==> config.mk <==
export PLATFORM = sky130hd
export DESIGN_NAME = mem_port_arbiter_flat
export DESIGN_NICKNAME = d
export VERILOG_FILES = /design/src/rtl/mem_port_arbiter_pkg.sv /design/src/rtl/mem_port_arbiter_if.sv /design/src/rtl/mem_port_arbiter_pick.sv /design/src/rtl/mem_port_arbiter.sv /design/src/flat_wrapper.sv
export SDC_FILE = /design/constraint.sdc
export NUM_CORES = 1
export LEC_CHECK = 0
export CAP_MARGIN = 30
export CORE_MARGIN = 3
export CORE_UTILIZATION = 43
export CTS_CLUSTER_DIAMETER = 50
export CTS_CLUSTER_SIZE = 20
export DETAILED_ROUTE_END_ITERATION = 8
export PLACE_DENSITY_LB_ADDON = 0.1
export SLEW_MARGIN = 15
export SYNTH_ARGS = -nofsm -noshare
export SYNTH_HDL_FRONTEND = slang
export SYNTH_HIERARCHICAL = 1
export SYNTH_SLANG_ARGS = --single-unit
==> constraint.sdc <==
create_clock -name clk -period 3.4 [get_ports clk]
set_clock_uncertainty 0.1 [all_clocks]
set_input_delay 0.85 -clock clk [delete_from_list [all_inputs] [get_ports clk]]
set_output_delay 0.85 -clock clk [all_outputs]
set_load 0.01 [all_outputs]
==> src/rtl/mem_port_arbiter_pkg.sv <==
// Shared core encodings: arbiter state, request owner and the default bus widths
// used by the core top, the arbiter and the memory models.
package core_pkg;

    localparam int AW_DEF = 32;
    localparam int DW_DEF = 32;

    typedef enum logic {
        ARB_IDLE = 1'b0,
        ARB_BUSY = 1'b1
    } arb_state_e;

    typedef enum logic {
        OWN_IF = 1'b0,
        OWN_DM = 1'b1
    } arb_owner_e;

endpackage

==> src/rtl/mem_port_arbiter_if.sv <==
// Bundle of the fetch port, data port, memory bus and stall outputs of the arbiter.
// slave = arbiter view, master = core/memory environment view.
interface mem_port_arbiter_if
    import core_pkg::*;
#(
    parameter int AW = AW_DEF,
    parameter int DW = DW_DEF
) ();

    logic            if_req;
    logic [AW-1:0]   if_addr;
    logic            if_gnt;
    logic            if_rvalid;
    logic [DW-1:0]   if_rdata;

    logic            dm_req;
    logic            dm_we;
    logic [AW-1:0]   dm_addr;
    logic [DW-1:0]   dm_wdata;
    logic [DW/8-1:0] dm_wstrb;
    logic            dm_gnt;
    logic            dm_rvalid;
    logic [DW-1:0]   dm_rdata;
    logic            err;

    logic            mem_req;
    logic            mem_we;
    logic [AW-1:0]   mem_addr;
    logic [DW-1:0]   mem_wdata;
    logic [DW/8-1:0] mem_wstrb;
    logic            mem_ack;
    logic [DW-1:0]   mem_rdata;

    logic            stall_if;
    logic            stall_dm;

    modport slave (
        input  if_req, if_addr,
        input  dm_req, dm_we, dm_addr, dm_wdata, dm_wstrb,
        input  mem_ack, mem_rdata,
        output if_gnt, if_rvalid, if_rdata,
        output dm_gnt, dm_rvalid, dm_rdata, err,
        output mem_req, mem_we, mem_addr, mem_wdata, mem_wstrb,
        output stall_if, stall_dm
    );

    modport master (
        output if_req, if_addr,
        output dm_req, dm_we, dm_addr, dm_wdata, dm_wstrb,
        output mem_ack, mem_rdata,
        input  if_gnt, if_rvalid, if_rdata,
        input  dm_gnt, dm_rvalid, dm_rdata, err,
        input  mem_req, mem_we, mem_addr, mem_wdata, mem_wstrb,
        input  stall_if, stall_dm
    );

endinterface

==> src/rtl/mem_port_arbiter_pick.sv <==
// Combinational grant select: DM wins over IF unless the DM streak limit is hit
// while both requesters are waiting.
module mem_arb_pick
    import core_pkg::*;
(
    input  logic if_req,
    input  logic dm_req,
    input  logic streak_hit,
    output logic grant_if,
    output logic grant_dm
);

    always_comb begin
        grant_dm = dm_req && !(if_req && streak_hit);
        grant_if = if_req && !grant_dm;
    end

endmodule

==> src/rtl/mem_port_arbiter.sv <==
// Single-port memory arbiter between instruction fetch and the MEM stage.
// Define ARB_FAIRNESS_EN to let IF win after MAX_DM_STREAK consecutive contended DM grants.
module mem_port_arbiter
    import core_pkg::*;
#(
    parameter int AW            = AW_DEF,
    parameter int DW            = DW_DEF,
    parameter int TIMEOUT       = 64,
    parameter int MAX_DM_STREAK = 4
) (
    input  logic               clk,
    input  logic               rst,
    mem_port_arbiter_if.slave  bus
);

    localparam int CW = $clog2(TIMEOUT + 1);

    arb_state_e      state_q, state_d;
    arb_owner_e      owner_q, owner_d;
    logic [CW-1:0]   tcnt_q, tcnt_d;

    logic            mem_req_q, mem_req_d;
    logic            mem_we_q, mem_we_d;
    logic [AW-1:0]   mem_addr_q, mem_addr_d;
    logic [DW-1:0]   mem_wdata_q, mem_wdata_d;
    logic [DW/8-1:0] mem_wstrb_q, mem_wstrb_d;

    logic            if_rvalid_q, if_rvalid_d;
    logic            dm_rvalid_q, dm_rvalid_d;
    logic            err_q, err_d;
    logic [DW-1:0]   if_rdata_q, if_rdata_d;
    logic [DW-1:0]   dm_rdata_q, dm_rdata_d;

    logic            can_grant;
    logic            grant_if, grant_dm;
    logic            streak_hit;

    // Grants only exist in IDLE and are forced low while reset is held.
    assign can_grant = !rst && (state_q == ARB_IDLE);

    mem_arb_pick u_pick (
        .if_req     (bus.if_req && can_grant),
        .dm_req     (bus.dm_req && can_grant),
        .streak_hit (streak_hit),
        .grant_if   (grant_if),
        .grant_dm   (grant_dm)
    );

`ifdef ARB_FAIRNESS_EN
    localparam int SW = $clog2(MAX_DM_STREAK + 1);

    logic [SW-1:0] streak_q, streak_d;

    always_comb begin
        streak_d = streak_q;
        if (grant_if) begin
            streak_d = '0;
        end else if (grant_dm) begin
            streak_d = bus.if_req ? streak_q + SW'(1) : '0;
        end
    end

    always_ff @(posedge clk) begin
        if (rst) begin
            streak_q <= '0;
        end else begin
            streak_q <= streak_d;
        end
    end

    assign streak_hit = (streak_q == SW'(MAX_DM_STREAK));
`else
    // Strict DM priority: the streak limit can never be reached.
    assign streak_hit = (MAX_DM_STREAK < 0);
`endif

    always_comb begin
        state_d     = state_q;
        owner_d     = owner_q;
        tcnt_d      = tcnt_q;
        mem_req_d   = mem_req_q;
        mem_we_d    = mem_we_q;
        mem_addr_d  = mem_addr_q;
        mem_wdata_d = mem_wdata_q;
        mem_wstrb_d = mem_wstrb_q;
        if_rvalid_d = 1'b0;
        dm_rvalid_d = 1'b0;
        err_d       = 1'b0;
        if_rdata_d  = if_rdata_q;
        dm_rdata_d  = dm_rdata_q;

        case (state_q)
            ARB_IDLE: begin
                if (grant_dm) begin
                    state_d     = ARB_BUSY;
                    owner_d     = OWN_DM;
                    tcnt_d      = '0;
                    mem_req_d   = 1'b1;
                    mem_we_d    = bus.dm_we;
                    mem_addr_d  = bus.dm_addr;
                    mem_wdata_d = bus.dm_wdata;
                    mem_wstrb_d = bus.dm_wstrb;
                end else if (grant_if) begin
                    state_d     = ARB_BUSY;
                    owner_d     = OWN_IF;
                    tcnt_d      = '0;
                    mem_req_d   = 1'b1;
                    mem_we_d    = 1'b0;
                    mem_addr_d  = bus.if_addr;
                    mem_wdata_d = '0;
                    mem_wstrb_d = '0;
                end
            end

            ARB_BUSY: begin
                // An ack in the expiry cycle still completes normally.
                if (bus.mem_ack) begin
                    state_d   = ARB_IDLE;
                    mem_req_d = 1'b0;
                    if (owner_q == OWN_DM) begin
                        dm_rvalid_d = 1'b1;
                        dm_rdata_d  = mem_we_q ? '0 : bus.mem_rdata;
                    end else begin
                        if_rvalid_d = 1'b1;
                        if_rdata_d  = bus.mem_rdata;
                    end
                end else if (tcnt_q == CW'(TIMEOUT - 1)) begin
                    state_d   = ARB_IDLE;
                    mem_req_d = 1'b0;
                    err_d     = 1'b1;
                    if (owner_q == OWN_DM) begin
                        dm_rvalid_d = 1'b1;
                        dm_rdata_d  = '0;
                    end else begin
                        if_rvalid_d = 1'b1;
                        if_rdata_d  = '0;
                    end
                end else begin
                    tcnt_d = tcnt_q + CW'(1);
                end
            end

            default: state_d = ARB_IDLE;
        endcase
    end

    always_ff @(posedge clk) begin
        if (rst) begin
            state_q     <= ARB_IDLE;
            owner_q     <= OWN_IF;
            tcnt_q      <= '0;
            mem_req_q   <= 1'b0;
            mem_we_q    <= 1'b0;
            mem_addr_q  <= '0;
            mem_wdata_q <= '0;
            mem_wstrb_q <= '0;
            if_rvalid_q <= 1'b0;
            dm_rvalid_q <= 1'b0;
            err_q       <= 1'b0;
            if_rdata_q  <= '0;
            dm_rdata_q  <= '0;
        end else begin
            state_q     <= state_d;
            owner_q     <= owner_d;
            tcnt_q      <= tcnt_d;
            mem_req_q   <= mem_req_d;
            mem_we_q    <= mem_we_d;
            mem_addr_q  <= mem_addr_d;
            mem_wdata_q <= mem_wdata_d;
            mem_wstrb_q <= mem_wstrb_d;
            if_rvalid_q <= if_rvalid_d;
            dm_rvalid_q <= dm_rvalid_d;
            err_q       <= err_d;
            if_rdata_q  <= if_rdata_d;
            dm_rdata_q  <= dm_rdata_d;
        end
    end

    assign bus.if_gnt    = grant_if;
    assign bus.dm_gnt    = grant_dm;
    assign bus.if_rvalid = if_rvalid_q;
    assign bus.if_rdata  = if_rdata_q;
    assign bus.dm_rvalid = dm_rvalid_q;
    assign bus.dm_rdata  = dm_rdata_q;
    assign bus.err       = err_q;
    assign bus.mem_req   = mem_req_q;
    assign bus.mem_we    = mem_we_q;
    assign bus.mem_addr  = mem_addr_q;
    assign bus.mem_wdata = mem_wdata_q;
    assign bus.mem_wstrb = mem_wstrb_q;

    assign bus.stall_if = !rst && ((bus.if_req && !grant_if) ||
                                   (state_q == ARB_BUSY && owner_q == OWN_IF));
    assign bus.stall_dm = !rst && ((bus.dm_req && !grant_dm) ||
                                   (state_q == ARB_BUSY && owner_q == OWN_DM));

endmodule

==> src/flat_wrapper.sv <==
// flat-port wrapper written by rule: the top's interface ports become plain ports
module mem_port_arbiter_flat import core_pkg::*;
#(
    parameter int AW            = AW_DEF,
    parameter int DW            = DW_DEF,
    parameter int TIMEOUT       = 64,
    parameter int MAX_DM_STREAK = 4
)
  (clk, rst, bus_if_req, bus_if_addr, bus_dm_req, bus_dm_we, bus_dm_addr, bus_dm_wdata, bus_dm_wstrb, bus_mem_ack, bus_mem_rdata, bus_if_gnt, bus_if_rvalid, bus_if_rdata, bus_dm_gnt, bus_dm_rvalid, bus_dm_rdata, bus_err, bus_mem_req, bus_mem_we, bus_mem_addr, bus_mem_wdata, bus_mem_wstrb, bus_stall_if, bus_stall_dm);
  mem_port_arbiter_if #(.AW(AW), .DW(DW)) bus_i ();
  input  logic clk;
  input  logic rst;
  input wire logic [$bits(bus_i.if_req)-1:0] bus_if_req;
  input wire logic [$bits(bus_i.if_addr)-1:0] bus_if_addr;
  input wire logic [$bits(bus_i.dm_req)-1:0] bus_dm_req;
  input wire logic [$bits(bus_i.dm_we)-1:0] bus_dm_we;
  input wire logic [$bits(bus_i.dm_addr)-1:0] bus_dm_addr;
  input wire logic [$bits(bus_i.dm_wdata)-1:0] bus_dm_wdata;
  input wire logic [$bits(bus_i.dm_wstrb)-1:0] bus_dm_wstrb;
  input wire logic [$bits(bus_i.mem_ack)-1:0] bus_mem_ack;
  input wire logic [$bits(bus_i.mem_rdata)-1:0] bus_mem_rdata;
  output wire logic [$bits(bus_i.if_gnt)-1:0] bus_if_gnt;
  output wire logic [$bits(bus_i.if_rvalid)-1:0] bus_if_rvalid;
  output wire logic [$bits(bus_i.if_rdata)-1:0] bus_if_rdata;
  output wire logic [$bits(bus_i.dm_gnt)-1:0] bus_dm_gnt;
  output wire logic [$bits(bus_i.dm_rvalid)-1:0] bus_dm_rvalid;
  output wire logic [$bits(bus_i.dm_rdata)-1:0] bus_dm_rdata;
  output wire logic [$bits(bus_i.err)-1:0] bus_err;
  output wire logic [$bits(bus_i.mem_req)-1:0] bus_mem_req;
  output wire logic [$bits(bus_i.mem_we)-1:0] bus_mem_we;
  output wire logic [$bits(bus_i.mem_addr)-1:0] bus_mem_addr;
  output wire logic [$bits(bus_i.mem_wdata)-1:0] bus_mem_wdata;
  output wire logic [$bits(bus_i.mem_wstrb)-1:0] bus_mem_wstrb;
  output wire logic [$bits(bus_i.stall_if)-1:0] bus_stall_if;
  output wire logic [$bits(bus_i.stall_dm)-1:0] bus_stall_dm;
  assign bus_i.if_req = bus_if_req;
  assign bus_i.if_addr = bus_if_addr;
  assign bus_i.dm_req = bus_dm_req;
  assign bus_i.dm_we = bus_dm_we;
  assign bus_i.dm_addr = bus_dm_addr;
  assign bus_i.dm_wdata = bus_dm_wdata;
  assign bus_i.dm_wstrb = bus_dm_wstrb;
  assign bus_i.mem_ack = bus_mem_ack;
  assign bus_i.mem_rdata = bus_mem_rdata;
  assign bus_if_gnt = bus_i.if_gnt;
  assign bus_if_rvalid = bus_i.if_rvalid;
  assign bus_if_rdata = bus_i.if_rdata;
  assign bus_dm_gnt = bus_i.dm_gnt;
  assign bus_dm_rvalid = bus_i.dm_rvalid;
  assign bus_dm_rdata = bus_i.dm_rdata;
  assign bus_err = bus_i.err;
  assign bus_mem_req = bus_i.mem_req;
  assign bus_mem_we = bus_i.mem_we;
  assign bus_mem_addr = bus_i.mem_addr;
  assign bus_mem_wdata = bus_i.mem_wdata;
  assign bus_mem_wstrb = bus_i.mem_wstrb;
  assign bus_stall_if = bus_i.stall_if;
  assign bus_stall_dm = bus_i.stall_dm;
  mem_port_arbiter #(.AW(AW), .DW(DW), .TIMEOUT(TIMEOUT), .MAX_DM_STREAK(MAX_DM_STREAK)) u_core (.clk(clk), .rst(rst), .bus(bus_i));
endmodule
### Word-level counts from Yosys, hierarchy flattened

Cells that the tools add are included.

| word-level totals | value |
|---|---|
| memory bits (writable) | 0 |
| output and inout bits | 141 |
| register bits after elaboration | 146 |
| memories | 0 |
| latch bits | 0 |
| input port bits | 138 |
| bits in read-only memories | 0 |

| operators by class | value |
|---|---|
| muxes and demuxes | 40 |
| reduce and logical (&&, ||, !) cells | 24 |
| shifts and indexed selects | 0 |
| equality and inequality tests | 5 |
| multipliers | 0 |
| $add $sub $neg | 1 |
| bitwise gates (word level) | 2 |
| divide/modulo/power cells | 0 |
| $lt $le $gt $ge | 0 |

Operators with widths:

| kind | count |
|---|---|
| 32-bit 2-to-1 mux | 13 |
| 7-bit 2-to-1 mux | 4 |
| 1-bit 2-to-1 mux | 18 |
| 7-bit one-hot mux with 2 select lines | 1 |
| 1-bit logical AND | 10 |
| 3-bit AND reduction | 3 |
| 4-bit 2-to-1 mux | 2 |
| 7-bit by 1-bit adder with 7-bit output (second input constant) | 1 |
| 7-bit by 6-bit equality test with 1-bit output (second input constant) | 1 |
| 2-bit != test (second input constant) | 2 |
| 1-bit one-hot mux with 2 select lines | 2 |
| 2-bit AND reduction | 2 |
| 2-bit nonzero test | 2 |
| 1-bit zero test | 3 |
| 3-bit by 1-bit != test with 1-bit output (second input constant) | 1 |
| 3-bit != test (second input constant) | 1 |
| 3-bit OR reduction | 1 |
| 1-bit logical OR | 2 |
| 1-bit NOT | 2 |
| 2-bit OR reduction | 1 |

### Depth between registers and ports, before layout

| logic depth | value |
|---|---|
| word-level depth | 9 |
| mapped depth | 11 |

### Hierarchy

Netlist, hierarchy kept.

By module, submodules not included:

| module | area each (sq um) | cells each | times used |
|---|---|---|---|
| mem_port_arbiter | 6526.3 | 725 | 1 |
| mem_arb_pick | 18.8 | 3 | 1 |

### Least setup slack after synthesis

No wires, ideal clock.

| timing path | value |
|---|---|
| path type | input port to output port |
| from | in rst |
| to | out bus_stall_dm |
| required time | 2.450 ns |
| arrival time | 2.256 ns |
| cell stages on the path | 8 |
| path slack | 0.194 ns |
| cell sequence | buf_2 nor2_1 and2_1 a21boi_1 buf_4 buf_1 nand2b_1 a21oi_1 |

| between the ends | value |
|---|---|
| word-level cells in the longest chain between the ends | 7 |

Ends and longest elaborated chain:

| item | line | source |
|---|---|---|
| from (decl) | flat_wrapper.sv:12 | `input logic rst;` |
| 1-bit zero test | mem_port_arbiter.sv:39 | `assign can_grant = !rst && (state_q == ARB_IDLE);` |
| 1-bit logical AND | mem_port_arbiter.sv:39 |  |
| 1-bit logical AND | mem_port_arbiter.sv:43 | `.dm_req (bus.dm_req && can_grant),` |
| named net bus_dm_gnt | flat_wrapper.sv:25 | `output wire logic [$bits(bus_i.dm_gnt)-1:0] bus_dm_gnt;` |
| 1-bit zero test | mem_port_arbiter.sv:194 | `assign bus.stall_dm = !rst && ((bus.dm_req && !grant_dm) \|\|` |
| 1-bit logical AND | mem_port_arbiter.sv:194 |  |
| 1-bit logical OR | mem_port_arbiter.sv:194 |  |
| 1-bit logical AND | mem_port_arbiter.sv:194 |  |
| to (decl) | flat_wrapper.sv:35 | `output wire logic [$bits(bus_i.stall_dm)-1:0] bus_stall_dm;` |

The timed path passes the listed nets, and every way through them passes these cells.

### Worst setup path in the final report

| timing path | value |
|---|---|
| from | in bus_dm_req |
| to | out bus_dm_gnt |

| between the ends | value |
|---|---|
| word-level cells in the longest chain between the ends | 1 |

Ends and longest elaborated chain:

| item | line | source |
|---|---|---|
| from (decl) | flat_wrapper.sv:15 | `input wire logic [$bits(bus_i.dm_req)-1:0] bus_dm_req;` |
| 1-bit logical AND | mem_port_arbiter.sv:43 |  |
| to (decl) | flat_wrapper.sv:25 |  |

Every way passes these cells.

==> reports/qor.csv <==
metric,value,unit
ys_async_sr_fraction,0,
drt-initial-drc-count,564,
multiInputGateArea,0.00321,mm^2
wl_per_cell,18.1,um
grt_overflow,0,
required,2.45,ns
num_rows,44,
reg2regPathDepth,7,
dr.pass1.iters,5,
finalInstanceArea,0.0100,mm^2
grt_pass1_vias,6255,
clk_pin_slew,0.06,ns
register_area,0.00292,mm^2
worstSetupPathType,in -> out,
p_leak,3.71,nW
hpwl,14300,um
drive_above_1_share,0.0755,
die_width,129,um
max_stage_delay,0.55,ns
fmax,300,MHz
slew_viol_final,0,
fin_crit_sh,0.979,
crit_top_cell,clkdlybuf4s50_1,
p_total,0.00475,W
hold_depth,2,
totalWireLength,21100,um
ir_drop,0.000354,V
cts.sinks,146,
place_area,0.00934,mm^2
cp_max_fo,6,
core_area,0.0147,mm^2
detail-route-antenna-nets,0,
relSlewSlack,0.361,
setup_tns,0,ns
path_cells,clkdlybuf4s50_1 -> and2_1 -> a21boi_4 -> buf_4 -> clkdlybuf4s50_1,
crit_path_start_kind,input pin,
yosysWarnings,6,
most-common-layout-cells,"clkdlybuf4s50_1, dfxtp_1, nand2_1",
syn_area,0.00655,mm^2
area_growth,53.2,%
final_common_cell,clkdlybuf4s50_1,
cp_num_buf_inv,3,
synth_flop_cell,dfxtp_1,
dieHeight,129,um
viasPerCell,5.60,
drv_cap,0,
tightest_slew,0.955,ns
critPathTopFamily,buffers and inverters,
port_buffers,278,
synth.avg_cell_area,8.99,um^2
rsz0062_at_grt,false,
htreeDepth,4,
tritoncts,yes,
grt_max_degree,137,
antenna_found_initial,0,
synth_cell_types,46,
clockRootBuffer,clkbuf_16,
synth_edf_count,0,
postCtsSetupBuffers,0,
fin_nets,1106,
clk_latency,0.41,ns
ys_ff_latch,146,
drc,0,
grt_usage,0.248,
grt_pass1_wl,33100,um
p_per_area,474,mW/mm^2
io_pins,279,
ys_seq_area_frac,0.447,
endpoint_kind,output pin,
fin_cells,1164,
outcome,finished clean,
synthCells,728,
vias,6522,
slowest_stage,clkdlybuf4s50_1,
cts_made_buffers,17,
hold_class,reg -> reg,
nFillCells,1132,
die_area,0.0167,mm^2
antenna_cells,0,
cp.depth,5,
hold_violations,0,
finalCriticalPeriod,3.33,ns
clockBufferDepth,2,
holdWs,0.350,ns
start_util,0.445,
gp_congestion,0.831,
setup-violations-final,0,
place_inst,1132,
worstPathArrival,2.38,ns
routing by layer:
| layer | track usage | vias up | wire length, um |
|---|---|---|---|
| met5 | 0 | - | 0 |
| met4 | 0.0840 | 0 | 395 |
| met3 | 0.0829 | 25 | 1900 |
| met2 | 0.396 | 280 | 10300 |
| met1 | 0.314 | 3084 | 8580 |
| li1 | - | 3133 | - |
report_power, final:
group | leakage (nW) | switching, W | internal (W) | total [W]
combinational | 2.18 | 0.000371 | 0.000395 | 0.000766
sequential | 1.19 | 0.0000452 | 0.00179 | 0.00184
clock | 0.342 | 0.000709 | 0.00144 | 0.00215
total | 3.71 | 0.00113 | 0.00363 | 0.00475
repair_timing:
item	in CTS	in global routing
gates resized for setup	2	1
pin swaps	0	0
hold buffers	0	0
setup endpoints to repair	2	1
stage by stage:
stage / util / worst slack, ns
detailed placement: 0.635 / -0.00607
global placement: 0.635 / 0.0310
CTS: 0.682 / 0.0519
floorplan: - / 0.194
finish: 0.682 / 0.0703
global route: 0.682 / 0.00235
area by class of cell:
type	count	share of cell area
clock buffer	24	0.0520
sequential	146	0.291
clock inverter	8	0.0168
multi-input combinational	503	0.321
inverter	4	0.00150
timing repair buffer	295	0.295
tap	184	0.0230
kinds of logic (layout without fill, tap and decap cells):
group                      after synthesis  in the layout  share of synthesized area
AOI/OAI and AO/OA                      215            215                      0.241
adders and majority gates                1              1                    0.00191
buffers and inverters                   80            331                     0.0681
DFF                                    146            146                      0.447
muxes                                   37             37                     0.0572
other                                    1              2                   0.000573
and+or+nand+nor                        248            248                      0.184
worst paths after layout:
| kind | start | to | slack (ns) |
|---|---|---|---|
| worst max-delay path | bus_dm_req | bus_dm_gnt | 0.07 |
| worst min-delay path | u_core/bus.mem_wdata[8] | u_core/bus.mem_wdata[8] | 0.35 |
| worst max register to register | u_core/state_q | u_core/bus.mem_addr[8] | 0.97 |
| worst min register to register | u_core/bus.mem_wdata[8] | u_core/bus.mem_wdata[8] | 0.35 |
Yosys cell counts (all sizes together), types with 30 or more instances:
cell    count  area share
a211oi     32       0.046
a21oi      64       0.049
a22oi      31       0.036
a311oi     32       0.043
and3       36       0.034
buf        46       0.049
clkbuf     30       0.017
dfxtp     146        0.45
mux2i      34       0.052
nand2      92       0.053
nor2       39       0.022
nor2b      34       0.032
o211ai     32       0.037
flip-flops by register name (all words and copies together) (netlist names):
register	flops
u_core/bus.dm_rdata	32
u_core/bus.if_rdata	32
u_core/bus.mem_addr	32
u_core/bus.mem_wdata	32
u_core/tcnt_q	7
u_core/bus.mem_wstrb	4
u_core/bus.dm_rvalid	1
u_core/bus.err	1
u_core/bus.if_rvalid	1
u_core/bus.mem_req	1
u_core/bus.mem_we	1
u_core/owner_q	1
u_core/state_q	1
worst register-to-register path: stages, from the launching register on:
cell and delay [ns]:
dfxtp_1 0.33, nor2_1 0.25, and2_1 0.22, a21boi_4 0.18, buf_4 0.15, buf_4 0.63, mux2i_1 0.35, a211oi_2 0.09
Note: power is estimated with default switching activity, not from simulation.
